--- config.mk ---
export PLATFORM = sky130hd
export DESIGN_NAME = jtkunio_gfxrom
export DESIGN_NICKNAME = d
export VERILOG_FILES = /design/src/rtl/jtkunio_gfxrom_pkg.sv /design/src/rtl/jtkunio_gfxrom_slot.sv /design/src/rtl/jtkunio_gfxrom.sv
export SDC_FILE = /design/constraint.sdc
export NUM_CORES = 1
export LEC_CHECK = 0
export ABC_CLOCK_PERIOD_IN_PS = 5400
export CAP_MARGIN = 30
export CORE_ASPECT_RATIO = 0.7
export CORE_UTILIZATION = 52
export DETAILED_ROUTE_END_ITERATION = 6
export PLACE_DENSITY = 0.85
export SLEW_MARGIN = 20
export SYNTH_ARGS = -nofsm -noshare
export SYNTH_HDL_FRONTEND = slang
export SYNTH_HIERARCHICAL = 1
export SYNTH_SLANG_ARGS = --single-unit
--- constraint.sdc ---
create_clock -name clk -period 5.4 [get_ports clk]
set_input_delay 0.81 -clock clk [delete_from_list [all_inputs] [get_ports clk]]
set_output_delay 0.81 -clock clk [all_outputs]
set_load 0.05 [all_outputs]
--- src/rtl/jtkunio_gfxrom_pkg.sv ---
// Shared types and helpers for the kunio graphics ROM fetcher.
package jtkunio_gfxrom_pkg;

   localparam int unsigned SDRAM_AW = 22;
   localparam int unsigned DW       = 32;
   localparam int unsigned MAX_AW   = 18;

   typedef enum logic [1:0] {
      CH_CHAR = 2'd0,
      CH_SCR  = 2'd1,
      CH_OBJ  = 2'd2
   } ch_e;

   typedef enum logic [1:0] {
      IDLE = 2'd0,
      REQ  = 2'd1,
      WAIT = 2'd2
   } state_e;

   // Fetch in flight: which slot it fills and the 32-bit word index it was issued for
   typedef struct packed {
      ch_e               ch;
      logic [MAX_AW-1:0] addr;
   } fetch_t;

   // 32-bit word index to SDRAM 16-bit word address, wrapping modulo 2^22
   function automatic logic [SDRAM_AW-1:0] rom_addr(
      input logic [SDRAM_AW-1:0] offset,
      input logic [MAX_AW-1:0]   idx
   );
      return offset + SDRAM_AW'({idx, 1'b0});
   endfunction

   function automatic ch_e ch_next(input ch_e c);
      case (c)
         CH_CHAR: return CH_SCR;
         CH_SCR:  return CH_OBJ;
         default: return CH_CHAR;
      endcase
   endfunction

endpackage

--- src/rtl/jtkunio_gfxrom_slot.sv ---
// One-entry cache line for a single graphics channel; hit_c compares the live address.
module jtkunio_gfxrom_slot
   import jtkunio_gfxrom_pkg::*;
#(
   parameter int unsigned AW = 14
) (
   input  logic          clk,
   input  logic          rst,
   input  logic [AW-1:0] addr,
   input  logic          wr,
   input  logic [AW-1:0] wr_tag,
   input  logic [DW-1:0] wr_dat,
   output logic [DW-1:0] data,
   output logic          hit_c
);

   logic [AW-1:0] tag;
   logic          valid;

   always_ff @(posedge clk) begin
      if (rst) begin
         tag   <= '0;
         data  <= '0;
         valid <= 1'b0;
      end else if (wr) begin
         tag   <= wr_tag;
         data  <= wr_dat;
         valid <= 1'b1;
      end
   end

   assign hit_c = valid && (tag == addr);

endmodule

--- src/rtl/jtkunio_gfxrom.sv ---
// Char/scroll/object tile ROM fetcher sharing one SDRAM read bank, round-robin on misses.
// Optional JTKUNIO_GFXROM_STATS_EN adds a saturating stall cycle counter (stall_cnt).
module jtkunio_gfxrom
   import jtkunio_gfxrom_pkg::*;
#(
   parameter logic [SDRAM_AW-1:0] CHAR_OFFSET = 22'h00000,
   parameter logic [SDRAM_AW-1:0] SCR_OFFSET  = 22'h08000,
   parameter logic [SDRAM_AW-1:0] OBJ_OFFSET  = 22'h48000
) (
   input  logic                clk,
   input  logic                rst,
   input  logic [13:0]         char_addr,
   output logic [DW-1:0]       char_data,
   output logic                char_ok,
   input  logic [16:0]         scr_addr,
   output logic [DW-1:0]       scr_data,
   output logic                scr_ok,
   input  logic [17:0]         obj_addr,
   input  logic                obj_cs,
   output logic [DW-1:0]       obj_data,
   output logic                obj_ok,
   output logic [SDRAM_AW-1:0] sdram_addr,
   output logic                sdram_req,
   input  logic                sdram_ack,
   input  logic                sdram_rdy,
   input  logic [DW-1:0]       sdram_din
`ifdef JTKUNIO_GFXROM_STATS_EN
   ,
   output logic [15:0]         stall_cnt
`endif
);

   state_e              state, state_nxt;
   ch_e                 ptr, ptr_nxt;
   fetch_t              lat, lat_nxt;
   logic                req_nxt;
   logic [SDRAM_AW-1:0] addr_nxt;
   logic                fill_c;
   logic                char_hit_c, scr_hit_c, obj_hit_c;
   logic [2:0]          miss_c;
   ch_e                 win_c, cand1_c, cand2_c;
   logic [MAX_AW-1:0]   win_idx_c;
   logic [SDRAM_AW-1:0] win_sdram_c;

   jtkunio_gfxrom_slot #(.AW(14)) u_char (
      .clk    (clk),
      .rst    (rst),
      .addr   (char_addr),
      .wr     (fill_c && lat.ch == CH_CHAR),
      .wr_tag (lat.addr[13:0]),
      .wr_dat (sdram_din),
      .data   (char_data),
      .hit_c  (char_hit_c)
   );

   jtkunio_gfxrom_slot #(.AW(17)) u_scr (
      .clk    (clk),
      .rst    (rst),
      .addr   (scr_addr),
      .wr     (fill_c && lat.ch == CH_SCR),
      .wr_tag (lat.addr[16:0]),
      .wr_dat (sdram_din),
      .data   (scr_data),
      .hit_c  (scr_hit_c)
   );

   jtkunio_gfxrom_slot #(.AW(18)) u_obj (
      .clk    (clk),
      .rst    (rst),
      .addr   (obj_addr),
      .wr     (fill_c && lat.ch == CH_OBJ),
      .wr_tag (lat.addr),
      .wr_dat (sdram_din),
      .data   (obj_data),
      .hit_c  (obj_hit_c)
   );

   assign char_ok = char_hit_c;
   assign scr_ok  = scr_hit_c;
   assign obj_ok  = obj_hit_c && obj_cs;
   assign miss_c  = {obj_cs && !obj_hit_c, !scr_hit_c, !char_hit_c};

   // Round-robin pick starting at ptr, plus the winner's SDRAM address
   always_comb begin
      cand1_c = ch_next(ptr);
      cand2_c = ch_next(cand1_c);
      win_c   = ptr;
      if (!miss_c[ptr]) begin
         if (miss_c[cand1_c]) win_c = cand1_c;
         else                 win_c = cand2_c;
      end
      case (win_c)
         CH_CHAR: begin
            win_idx_c   = MAX_AW'(char_addr);
            win_sdram_c = rom_addr(CHAR_OFFSET, win_idx_c);
         end
         CH_SCR: begin
            win_idx_c   = MAX_AW'(scr_addr);
            win_sdram_c = rom_addr(SCR_OFFSET, win_idx_c);
         end
         default: begin
            win_idx_c   = obj_addr;
            win_sdram_c = rom_addr(OBJ_OFFSET, win_idx_c);
         end
      endcase
   end

   always_ff @(posedge clk) begin
      if (rst) begin
         state      <= IDLE;
         ptr        <= CH_CHAR;
         lat        <= '0;
         sdram_req  <= 1'b0;
         sdram_addr <= '0;
      end else begin
         state      <= state_nxt;
         ptr        <= ptr_nxt;
         lat        <= lat_nxt;
         sdram_req  <= req_nxt;
         sdram_addr <= addr_nxt;
      end
   end

   always_comb begin
      state_nxt = state;
      case (state)
         IDLE:    if (|miss_c)   state_nxt = REQ;
         REQ:     if (sdram_ack) state_nxt = WAIT;
         WAIT:    if (sdram_rdy) state_nxt = IDLE;
         default:                state_nxt = IDLE;
      endcase
   end

   // rdy is only meaningful in WAIT; a stray one in IDLE/REQ is dropped
   always_comb begin
      req_nxt  = sdram_req;
      addr_nxt = sdram_addr;
      lat_nxt  = lat;
      ptr_nxt  = ptr;
      fill_c   = 1'b0;
      case (state)
         IDLE: begin
            if (|miss_c) begin
               req_nxt  = 1'b1;
               addr_nxt = win_sdram_c;
               lat_nxt  = '{ch: win_c, addr: win_idx_c};
            end
         end
         REQ: begin
            if (sdram_ack) req_nxt = 1'b0;
         end
         WAIT: begin
            if (sdram_rdy) begin
               fill_c  = 1'b1;
               ptr_nxt = ch_next(lat.ch);
            end
         end
         default: req_nxt = 1'b0;
      endcase
   end

`ifdef JTKUNIO_GFXROM_STATS_EN
   always_ff @(posedge clk) begin
      if (rst)                            stall_cnt <= '0;
      else if (|miss_c && stall_cnt != '1) stall_cnt <= stall_cnt + 16'd1;
   end
`endif

endmodule

==> flow_metrics.env, run 1 <==
export IMPL_numCtsBuffers=17
export IMPL_critPathMaxStageDelay_ps=790
export IMPL_antenna_found_initial=0
export IMPL_n_fill_cell=1101
export IMPL_grt_max_degree=85
export IMPL_placed_cells=1107
export IMPL_setup_tns_ps=0
export IMPL_crit_path_end_kind="output pin"
export IMPL_post_route_util=0.7206
export IMPL_drtIter0Drc=480
export IMPL_postPlaceCellArea_sq_um=9515
export IMPL_max_cap_violations=0
export IMPL_drive_gt1_frac=0.06329
export IMPL_ys_types=47
export IMPL_ios=208
export IMPL_drc=0
export IMPL_insertion_delay_ps=410
export IMPL_die_w_um=145.7
export IMPL_ys_seq_area_frac=0.4741
export IMPL_p_leak_nw=3.402
export IMPL_switchingPower_mw=0.7423
export IMPL_cts_sinks=178
export IMPL_fp_row_count=36
export IMPL_core_area_sq_um=14010
export IMPL_pwr_share_clk=0.421
export IMPL_crit_path_frequent_cell="clkdlybuf4s50_1"
export IMPL_dr_total_vias=6135
export IMPL_antennaDiodeCount=0
export IMPL_cts_root_buffer_cell="clkbuf_16"
export IMPL_relSlewSlack=0.3288
export IMPL_crit_fanout=5
export IMPL_synthesis_area_sq_um=7516
export IMPL_startpoint="obj_addr[16]"
export IMPL_cts_tree="done"
export IMPL_area_growth_pct=34.31
export IMPL_p_comb_frac=0.109
export IMPL_total_power_mw=2.902
export IMPL_dr_pass1_iters=5
export IMPL_grt_use_total=0.2558
export IMPL_crit_path_top_delay_cell="clkdlybuf4s50_1"
export IMPL_sw_frac_of_total=0.2558
export IMPL_cts_resized_gates=0
export IMPL_grt_pass1_wl_um=30260
export IMPL_fin_area_sq_um=10090
export IMPL_ys_flop_type="dfxtp_1"
export IMPL_clock_fmax_ghz=0.2297
export IMPL_initial_core_util=0.5365
export IMPL_hold_violations=0
export IMPL_grt_overflow_total=0
export IMPL_synth_seq_cells=178
export IMPL_worstHoldStart="lat[17]"
export IMPL_cts_reportedPaths_clkPinSlew_ps=60
export IMPL_cts_buffer_depth=2
export IMPL_path_cells="clkdlybuf4s50_1, xnor2_1, nand4_1, or4_1, nor4_2, and2_1, clkdlybuf4s50_1"
export IMPL_gp_congestion=0.8556
export IMPL_timing_rr_start="u_obj/tag[16]"
export IMPL_ir_drop_v=0.0002854
export IMPL_crit_type="in2out"
export IMPL_drv_slew=0
export IMPL_outcome="finished clean"
export IMPL_hold_path_class="reg2reg"
export IMPL_setup_viol=0
export IMPL_synth_warnings=6
export IMPL_synthCells=766
export IMPL_grt_pass1_vias=5817
export IMPL_crit_arrival_ps=3540
export IMPL_internal_power_mw=2.160
export IMPL_hpwl_um=13250
export IMPL_cts_hold_buf=0
export IMPL_die_area_sq_um=14950
export IMPL_period_needed_ps=4354
export IMPL_final_antenna_net_count=0
export IMPL_clock_skew_ps=14.75
export IMPL_io_buffers=204
export IMPL_seqPwrFrac=0.470
export IMPL_synthArstFlopShare=0
export IMPL_synth_edf_count=0
export IMPL_cts_setup_buffers=0
export IMPL_start_kind="primary input"
export IMPL_min_period_over_period=0.8062
export IMPL_nets=1024
export IMPL_wl_um=19500
export IMPL_htree_levels=4
export IMPL_worst_slew_pin_slew_ps=1007
export IMPL_critPathRequiredTime_ps=4590
export IMPL_synth_avg_cell_area_sq_um=9.812
export IMPL_dp_slack_ps=1068
export IMPL_stdcell_count=1138
export IMPL_wire_per_inst_um=17.14
export IMPL_rsz0062_at_grt="no"
export IMPL_hold_ws_ps=459.9
export IMPL_worst_path_buf_inv=2
export IMPL_p_per_area_nw_per_um2=287.5
export IMPL_worst_slack_ps=1046
export IMPL_die_h_um=102.6
export IMPL_cp_top_family="buffers and inverters"
export IMPL_viasPerCell=5.391
area by class of cell:
class / count / area [sq um] / area share
multi-input combinational: 518 / 3551 / 0.3518
inverter: 2 / 7.507 / 0.0007437
timing repair buffer: 219 / 2156 / 0.2136
tap: 190 / 237.7 / 0.02355
clock inverter: 13 / 150.1 / 0.01487
sequential: 178 / 3563 / 0.3530
clock buffer: 18 / 429.2 / 0.04251
cell usage after synthesis, types with 2 or more instances:
master	count	area share
dfxtp_1	178	0.47
a21oi_1	24	0.016
nand2_1	11	0.0055
nand3_1	5	0.0033
o211ai_1	2	0.0020
xnor2_1	42	0.049
nor3_1	2	0.0013
ha_1	2	0.0033
buf_8	3	0.0060
nor2_1	178	0.089
xor2_1	10	0.012
nor4_1	2	0.0017
mux2i_1	145	0.19
nor4_2	2	0.0033
nor3b_1	2	0.0020
a31oi_1	2	0.0017
a311oi_1	20	0.023
o21ai_0	19	0.013
buf_2	16	0.011
nand2b_1	3	0.0025
buf_6	3	0.0045
clkbuf_1	23	0.011
nand4_1	24	0.020
buf_4	25	0.025
worst paths after layout:
| kind | to | slack (ps) | cells after the start |
|---|---|---|---|
| min | lat[17] | 460 | 2 |
| min reg2reg | lat[17] | 460 | 2 |
| max | obj_ok | 1050 | 7 |
| max reg2reg | lat[1] | 2130 | 8 |
worst register-to-register path, stage by stage (launching register included):
cell and delay [ps]:
dfxtp_1 350, xnor2_1 240, nand4_1 120, or4_1 570, nor4_2 310, nand2b_2 280, a311o_1 860, a21oi_1 150
a311oi_1 300
layer usage:
layer  routed length [um]  up-vias  global-route usage
li1                     -     2950                   -
met3                 1577       16             0.06372
met1                 9162     2902              0.3527
met5                    0        -                   0
met4                  146        0             0.06316
met2                 8614      267              0.4041
power groups by stage:
stage	clock network, mW	registers [mW]	logic [mW]
detailed placement	0	1.39	0.314
global route	1.29	1.37	0.335
CTS	1.23	1.36	0.316
finish	1.22	1.36	0.317
floorplan	0	1.41	0.167
global placement	0	1.39	0.310
cell families (layout without fill, tap and decap cells):
logic type / Yosys count / count (layout) / synth area share
flip-flops: 178 / 178 / 0.4741
multiplexers: 145 / 145 / 0.1931
AND/OR/NAND/NOR: 241 / 241 / 0.1422
AO/OA/AOI/OAI: 75 / 75 / 0.06759
adder cells (fa/ha/maj): 2 / 2 / 0.003329
other: 1 / 3 / 0.0004989
buffers and inverters: 72 / 252 / 0.05860
XOR/XNOR: 52 / 52 / 0.06060
flip-flops by register name, indices dropped and copies added, names as in the netlist:
name / cells
sdram_req: 1
ptr: 2
u_obj/tag: 18
u_char/valid: 1
sdram_addr: 5
u_char/data: 32
u_char/tag: 14
u_obj/data: 32
u_scr/data: 32
u_scr/valid: 1
u_scr/tag: 17
state: 2
lat: 20
u_obj/valid: 1
cell usage in the layout, fill, tap and decap left out, types with 2 or more instances in the layout:
master,instances
nor4_1,2
nand2_1,11
xnor2_1,42
inv_6,5
conb_1,3
o211ai_1,2
nor4_2,2
a31oi_1,2
nor3_2,2
nand3_1,5
nand2b_1,3
mux2i_1,145
clkbuf_16,17
buf_4,15
ha_1,2
dfxtp_1,178
xor2_1,10
clkdlybuf4s50_1,203
bufinv_16,2
a21oi_1,24
nor3b_2,2
nand4_1,24
clkinv_4,3
clkinvlp_4,2
o21ai_0,19
nor2_1,178
a311oi_1,20
Note: power is estimated with default switching activity, not from simulation.
==> run 2, diff against run 1 <==
- ABC_CLOCK_PERIOD_IN_PS: 5400 -> 4000
- CORE_UTILIZATION: 52 -> 44
- PLACE_DENSITY: 0.85 -> 0.76
- clock period: 5.4 -> 4 ns (I/O delays scaled with it)
==> flow_metrics.env, run 2 (synthesis gave the netlist of run 1 again) <==
export IMPL_multi_input_comb_area_sq_um=3551
export IMPL_numCtsBuffers=17
export IMPL_critPathRequiredTime_ps=4270
export IMPL_cts_setup_buffers=0
export IMPL_clock_skew_ps=8.523
export IMPL_min_period_over_period=0.8443
export IMPL_ir_drop_v=0.0002544
export IMPL_drive_gt1_frac=0.06737
export IMPL_setup_viol=0
export IMPL_drc=0
export IMPL_p_per_area_nw_per_um2=379.3
export IMPL_crit_path_end_kind="flip-flop"
export IMPL_grt_pass1_vias=5825
export IMPL_grt_use_total=0.2301
export IMPL_grt_pass1_wl_um=31180
export IMPL_die_area_sq_um=17620
export IMPL_cts_buffer_depth=2
export IMPL_die_h_um=111.4
export IMPL_p_leak_nw=3.403
export IMPL_antenna_found_initial=0
export IMPL_final_antenna_net_count=0
export IMPL_cts_resized_gates=0
export IMPL_drv_slew=0
export IMPL_hold_path_class="reg2reg"
export IMPL_crit_type="in2reg"
export IMPL_core_area_sq_um=16490
export IMPL_nets=1025
export IMPL_final_cell_mix="clkdlybuf4s50_1, nor2_1, dfxtp_1, mux2i_1, xnor2_1"
export IMPL_clock_fmax_ghz=0.2961
export IMPL_n_fill_cell=1435
export IMPL_wl_um=20140
export IMPL_gp_congestion=0.8198
export IMPL_placed_cells=1143
export IMPL_final_common_cell="clkdlybuf4s50_1"
export IMPL_dr_total_vias=6107
export IMPL_max_cap_violations=0
export IMPL_worst_r2r_cell_count=8
export IMPL_stdcell_count=1175
export IMPL_dr_pass1_iters=4
export IMPL_relSlewSlack=0.4742
export IMPL_outcome="finished clean"
export IMPL_start_kind="primary input"
export IMPL_insertion_delay_ps=430
export IMPL_cts_tree="done"
export IMPL_cts_hold_buf=0
export IMPL_cts_sinks=178
export IMPL_whs_path_depth=2
export IMPL_worst_slew_pin_slew_ps=788.7
export IMPL_rsz0062_at_grt="no"
export IMPL_cts_reportedPaths_clkPinSlew_ps=60
export IMPL_ios=208
export IMPL_grt_max_degree=76
export IMPL_reg_top3="u_char/data (32), u_obj/data (32), u_scr/data (32)"
export IMPL_fp_row_count=39
export IMPL_crit_fanout=15
export IMPL_regArea_sq_um=3563
export IMPL_die_w_um=158.2
export IMPL_cts_root_buffer_cell="clkbuf_16"
export IMPL_hpwl_um=14010
export IMPL_grt_overflow_total=0
export IMPL_htree_levels=4
export IMPL_drtIter0Drc=498
export IMPL_initial_core_util=0.4557
export IMPL_io_buffers=204
export IMPL_setup_tns_ps=0
export IMPL_wire_per_inst_um=17.14
export IMPL_area_growth_pct=35.04
export IMPL_viasPerCell=5.197
export IMPL_antennaDiodeCount=0
export IMPL_crit_arrival_ps=3650
export IMPL_period_needed_ps=3377
export IMPL_hold_violations=0
==> run 2: cell types whose count changed in the layout (fill, tap and decap cells not counted), sizes merged <==
cell           before  now
clkdlybuf4s50     203  200
bufinv              2    1
clkbuf             18   20
clkinvlp            2    4
clkinv              4    6
inv                 7    3
buf                16   20
==> run 2: stage by stage <==
step | hold slack, ps | total power, mW | util | setup slack [ps] | area [sq um]
after CTS | 464.9 | 3.880 | 0.6154 | 665.0 | 10150
after floorplan | 431.6 | 2.126 | - | 8.217 | 7523
final | 466.6 | 3.850 | 0.6154 | 622.8 | 10150
after detailed placement | 453.9 | 2.308 | 0.5816 | 279.6 | 9593
after global placement | 446.9 | 2.307 | 0.5816 | 423.7 | 9593
after global routing | 474.3 | 3.988 | 0.6154 | 464.9 | 10150
==> run 2: path summary, 6_finish.rpt <==
check	startpoint	endpoint	slack, ps
worst min register to register	lat[17]	lat[17]	470
worst max register to register	u_obj/tag[16]	lat[13]	1020
worst max-delay path	obj_addr[17]	lat[13]	620
worst min-delay path	lat[17]	lat[17]	470
==> run 2: worst max-delay path, cell delays in order <==
cell and delay [ps]:
clkdlybuf4s50_1 600, xnor2_1 190, nand4_1 140, or4_1 540, nor4_2 280, nand4bb_1 410, nand4_2 500, nand4_1 290
a311oi_1 100
==> run 2: cell type report <==
type | instances | share of cell area
tap | 225 | 0.02774
multi-input combinational | 518 | 0.3499
sequential | 178 | 0.3511
clock buffer | 20 | 0.04401
clock inverter | 12 | 0.01085
inverter | 2 | 0.0007396
timing repair buffer | 220 | 0.2157
==> run 2: layer usage <==
metal	vias to the layer above	GRT usage	routed length, um
met1	2875	0.3113	9448
met2	247	0.3523	8704
li1	2958	-	-
met5	-	0	0
met4	0	0.06923	279
met3	27	0.06851	1711
==> run 2: power by group <==
part / switching (mW) / internal, mW
logic: 0.250 / 0.183
clock network: 0.702 / 0.875
registers: 0.0369 / 1.80
total: 0.989 / 2.86
